### config.mk
export PLATFORM = sky130hd
export DESIGN_NAME = prog_freq_divider
export DESIGN_NICKNAME = d
export VERILOG_FILES = /design/src/rtl/prog_freq_divider.sv
export SDC_FILE = /design/constraint.sdc
export NUM_CORES = 1
export LEC_CHECK = 0
export ABC_CLOCK_PERIOD_IN_PS = 2900
export CAP_MARGIN = 5
export CORE_ASPECT_RATIO = 0.8
export CORE_MARGIN = 2
export CORE_UTILIZATION = 45
export DETAILED_ROUTE_END_ITERATION = 8
export PLACE_DENSITY = 0.68
export SYNTH_ARGS = -nofsm -noshare
export SYNTH_HDL_FRONTEND = slang
export SYNTH_SLANG_ARGS = --single-unit
export TNS_END_PERCENT = 1
### constraint.sdc
create_clock -name clk -period 2.9 [get_ports clk]
set_input_delay 0.725 -clock clk [delete_from_list [all_inputs] [get_ports clk]]
set_output_delay 0.725 -clock clk [all_outputs]
set_load 0.05 [all_outputs]
### src/rtl/prog_freq_divider.sv
// prog_freq_divider: runtime-programmable integer clock divider.
// Single clk domain. Produces a duty-balanced divided output, a one-cycle
// period tick and optional power-of-two taps (enable with FREQDIV_TAPS_EN).
// Divisor changes are staged in a pending register and applied on a period
// boundary, or immediately while the divider is disabled.
module prog_freq_divider #(
  parameter int unsigned CNT_W       = 8,
  parameter int unsigned DEFAULT_DIV = 2,
  parameter int unsigned TAPS        = 3
) (
  input  logic             clk,
  input  logic             rst,
  input  logic             en,
  input  logic [CNT_W-1:0] div_val,
  input  logic             div_load,
  output logic             load_busy,
  output logic             div_out,
  output logic             div_tick,
  output logic [TAPS-1:0]  tap_out
);

  localparam int unsigned HALF_W = CNT_W + 1;

  logic [CNT_W-1:0]  cnt;
  logic [CNT_W-1:0]  n_act;
  logic [CNT_W-1:0]  n_pend;
  logic [CNT_W-1:0]  term_cnt;
  logic [HALF_W-1:0] high_len;
  logic [CNT_W-1:0]  load_val;
  logic              wrap;
  logic              apply;

  // Terminal count, high-phase length ceil(N/2), wrap/apply decisions.
  always_comb begin
    term_cnt = n_act - CNT_W'(1);
    high_len = (HALF_W'(n_act) + HALF_W'(1)) >> 1;
    wrap     = en && (cnt == term_cnt);
    apply    = load_busy && (wrap || !en);
    load_val = (div_val == '0) ? CNT_W'(1) : div_val;
  end

  // Period counter, registered outputs and divisor staging.
  always_ff @(posedge clk or posedge rst) begin
    if (rst) begin
      cnt       <= '0;
      n_act     <= CNT_W'(DEFAULT_DIV);
      n_pend    <= CNT_W'(DEFAULT_DIV);
      load_busy <= 1'b0;
      div_out   <= 1'b0;
      div_tick  <= 1'b0;
    end else begin
      if (en) begin
        cnt      <= wrap ? '0 : cnt + CNT_W'(1);
        div_out  <= (HALF_W'(cnt) < high_len);
        div_tick <= wrap;
      end else begin
        div_tick <= 1'b0;
      end
      // A staged divisor lands on a period boundary, or at once when frozen
      // (restarting the phase so the new period begins cleanly).
      if (apply) begin
        n_act     <= n_pend;
        load_busy <= 1'b0;
        if (!en) begin
          cnt <= '0;
        end
      end
      // A fresh load always wins the busy flag and replaces the pending value.
      if (div_load) begin
        n_pend    <= load_val;
        load_busy <= 1'b1;
      end
    end
  end

`ifdef FREQDIV_TAPS_EN
  logic [TAPS-1:0] tap_cnt;

  // Binary period counter; bit k toggles every 2^k periods.
  always_ff @(posedge clk or posedge rst) begin
    if (rst) begin
      tap_cnt <= '0;
    end else if (wrap) begin
      tap_cnt <= tap_cnt + TAPS'(1);
    end
  end

  assign tap_out = tap_cnt;
`else
  assign tap_out = '0;
`endif

endmodule

==> results of run 1 <==
==> cells by family after synthesis <==
logic type      count (synthesis)  share of synthesized area [%]
mux                            10                           7.58
xor+xnor                       20                           10.1
compound gates                 33                           14.2
simple gates                   51                           15.6
flops                          27                           39.1
fa+ha+maj                      10                           7.22
other cells                     1                          0.216
buf+inv                        22                           5.99
==> cell type report <==
class	count	area, um^2	area share [%]
clock inverters	1	8.76	0.455
multi-input cells	127	958	49.7
flip-flops and latches	27	678	35.2
inverters	10	37.5	1.95
well taps	44	55.1	2.86
repair buffers	15	148	7.66
clock buffers	3	41.3	2.14
==> stage by stage <==
step	area (um^2)	power [mW]	utilization (%)	instances	hold slack, ns
6_report	1930	1.09	51.3	227	0.513
4_1_cts	1930	1.09	51.3	227	0.520
3_5_place_dp	1880	0.863	50.0	223	0.497
2_1_floorplan	1740	0.786	-	176	0.469
5_1_grt	1930	1.16	51.3	227	0.533
3_3_place_gp	1880	0.849	50.0	223	0.488
==> worst min-delay path by stage <==
| stage | from | to | depth (start not counted) |
|---|---|---|---|
| 2_1_floorplan | n_pend[7] | n_act[7] | 2 |
| 3_3_place_gp | n_pend[4] | n_act[4] | 1 |
| 3_5_place_dp | n_pend[7] | n_act[7] | 2 |
| 4_1_cts | n_pend[7] | n_act[7] | 2 |
| 5_1_grt | n_pend[7] | n_act[7] | 2 |
| 6_report | n_pend[7] | n_act[7] | 2 |
==> critical path, delay by kind of cell, from the launching register on <==
| kind | cells | cell delay (ns) |
|---|---|---|
| AND/OR/NAND/NOR | 1 | 0.35 |
| flip-flops | 1 | 0.61 |
| buffers and inverters | 1 | 0.07 |
| adder cells (fa/ha/maj) | 1 | 0.24 |
| multiplexers | 1 | 0.32 |
| AO/OA/AOI/OAI | 4 | 0.78 |
==> state kept, by name, indices dropped and copies added, names as in the netlist <==
name and cells:
n_act 8, cnt 8, n_pend 8, load_busy 1, div_tick 1, div_out 1
==> power by group through the flow <==
stage | registers [mW] | clock network, mW | logic (mW)
floorplan | 0.471 | 0 | 0.315
global placement | 0.513 | 0 | 0.336
detailed placement | 0.516 | 0 | 0.348
CTS | 0.508 | 0.236 | 0.349
global route | 0.520 | 0.251 | 0.388
finish | 0.510 | 0.229 | 0.348
==> routing by layer <==
metal / global-route usage, % / vias to the layer above
li1: - / 623
met1: 24.0 / 636
met2: 28.4 / 51
met3: 3.91 / 6
met4: 5.97 / 0
met5: 0 / -
==> cell usage in the layout (no fill, tap or decap), drive strengths merged, types with 2 or more instances in the layout <==
cell	instances
dfrtp	25
clkdlybuf4s50	14
nor2	13
xnor2	13
inv	11
ha	10
mux2	10
nand2	8
o21ai	8
xor2	7
nand3	6
a21oi	5
nor3	5
a21o	4
and3	3
nand4	3
conb	3
clkbuf	3
o31ai	2
a31oi	2
nor4	2
o22ai	2
and4	2
nand2b	2
dfstp	2
a211oi	2
==> impl_metrics.ini, run 1 <==
[timing]
finClkSkew_ns = 0.00515
worst_pin_slew_ns = 0.521
tns_ns = 0
min_period_ns = 2.49
fin_crit_sh_pct = 85.8
maxSlewViolCount = 0
rsz0062_at_grt = false
setup_viol = 0
fmax_mhz = 402
final_hold_viol_count = 0
fin_ws_ns = 0.411
slew_headroom_pct = 65.0

[cts]
cts.sinks = 27
cts_max_level = 1
cts_setup_buffers = 0
clockBufferDepth = 2
clkTransAtPathRegs_ns = 0.10
tritoncts = done
numCtsBuffers = 3
clk_latency_ns = 0.28
cts-resized-gates = 0
hold_buffers = 0
cts_root_buffer = clkbuf_8

[floorplan]
pin_count = 18
dieArea_um2 = 4370
die_y_um = 59.5
die_width_um = 73.4
initial_utilization_pct = 46.2
rows = 20
fp.coreArea_um2 = 3750

[yosys]
yosysTopAreaCell = dfrtp_1
synth_area_um2 = 1730
ys_ff_latch = 27
synth_most_common_cell = dfrtp_1
synth.avg_cell_area_um2 = 9.96
synth_edf_count = 0
synth_top_area_share_pct = 36.1
synth.distinct_cells = 49
ys_seq_area_share_pct = 39.1
synth_ff_type = dfrtp_1
syn_inst = 174
synth-warning-count = 0
synth-async-reset-ratio_pct = 100
synth.area.top_cells = dfrtp_1, ha_1, xnor2_1, mux2_4, xor2_1
synthTopCellsByCount = dfrtp_1, nor2_1, xnor2_1

[run]
cap_viol_max_count = 0

[global_route]
grt_max_degree = 28
grt-ovfl-total = 0
grt_pass1_vias = 1275
antenna_found_initial = 0
grt_usage_pct = 17.8
grt_pass1_wl_mm = 5.91

[worst_setup_path]
cp_data_required_time_ns = 3.07
r2r_end = n_act[2]
cp-end-kind = register
cp_cell_sequence = inv_1 -> ha_1 -> or3_1 -> o21ai_1 -> o22ai_1 -> a211oi_4 -> o21ai_4 -> mux2_4
max_stage_delay_ns = 0.61
crit_fanout = 7
rrSetupSlack_ns = 0.41
critPathLaunch = n_act[1]
cp.arrival_ns = 2.66
cp-start-kind = register
rr_worst_depth = 8
worstSetupPathType = reg -> reg
reg2reg_from = n_act[1]
crit_end = n_act[2]
cp_slowest_cell = dfstp_2

[cells_and_area]
drive_above_1_share_pct = 12.0
nFillCells = 341
final_nets = 206
areaGrowthSynthToFinish_pct = 11.2
n_antenna_cell = 0

[drt]
wirelength_met1_mm = 1.58
wl_met2_mm = 1.61
via_per_inst = 5.80
wl_met3_um = 213
post_drt_wl_per_cell_um = 15.2
num_vias = 1316
drt-total-wl_mm = 3.45
drc = 0
ant_nets = 0
top_layer_used = met4
drt_iter0_markers = 154
first_pass_iters = 4

[power_and_ir_drop]
power_frac_clock_pct = 21.1
p_int_mw = 0.698
power_density_nw_per_um2 = 564
p_leak_nw = 0.839
seq_power_share_pct = 46.9
p_sw_share_pct = 35.7
pwr-share-comb_pct = 32.0
switching_power_mw = 0.388
peakVddDrop_v = 0.000329

[placement]
dp_slack_ns = 0.470
gp_congestion = 0.970
io_buffers = 14
post-dp-hpwl_mm = 2.75

[outcome]
outcome = finished clean

[worst_hold_path]
hp-class = reg -> reg
(Power assumes the default switching activity.)
==> run 2, diff against run 1 <==
--- a/config.mk
+++ b/config.mk
@@ -5,7 +5,6 @@
 export SDC_FILE = /design/constraint.sdc
 export NUM_CORES = 1
 export LEC_CHECK = 0
-export ABC_CLOCK_PERIOD_IN_PS = 2900
 export CAP_MARGIN = 5
 export CORE_ASPECT_RATIO = 0.8
 export CORE_MARGIN = 2
==> results of run 2 <==
Same layout as run 1: the final DEF is identical, and so are final timing and power.
==> run 3, diff against run 2 <==
--- a/config.mk
+++ b/config.mk
@@ -9,6 +9,7 @@
 export CORE_ASPECT_RATIO = 0.8
 export CORE_MARGIN = 2
 export CORE_UTILIZATION = 45
+export CTS_BUF_LIST = sky130_fd_sc_hd__clkbuf_8
 export DETAILED_ROUTE_END_ITERATION = 8
 export PLACE_DENSITY = 0.68
 export SYNTH_ARGS = -nofsm -noshare
==> results of run 3 <==
Same layout as run 1: the final DEF is identical, and so are final timing and power.
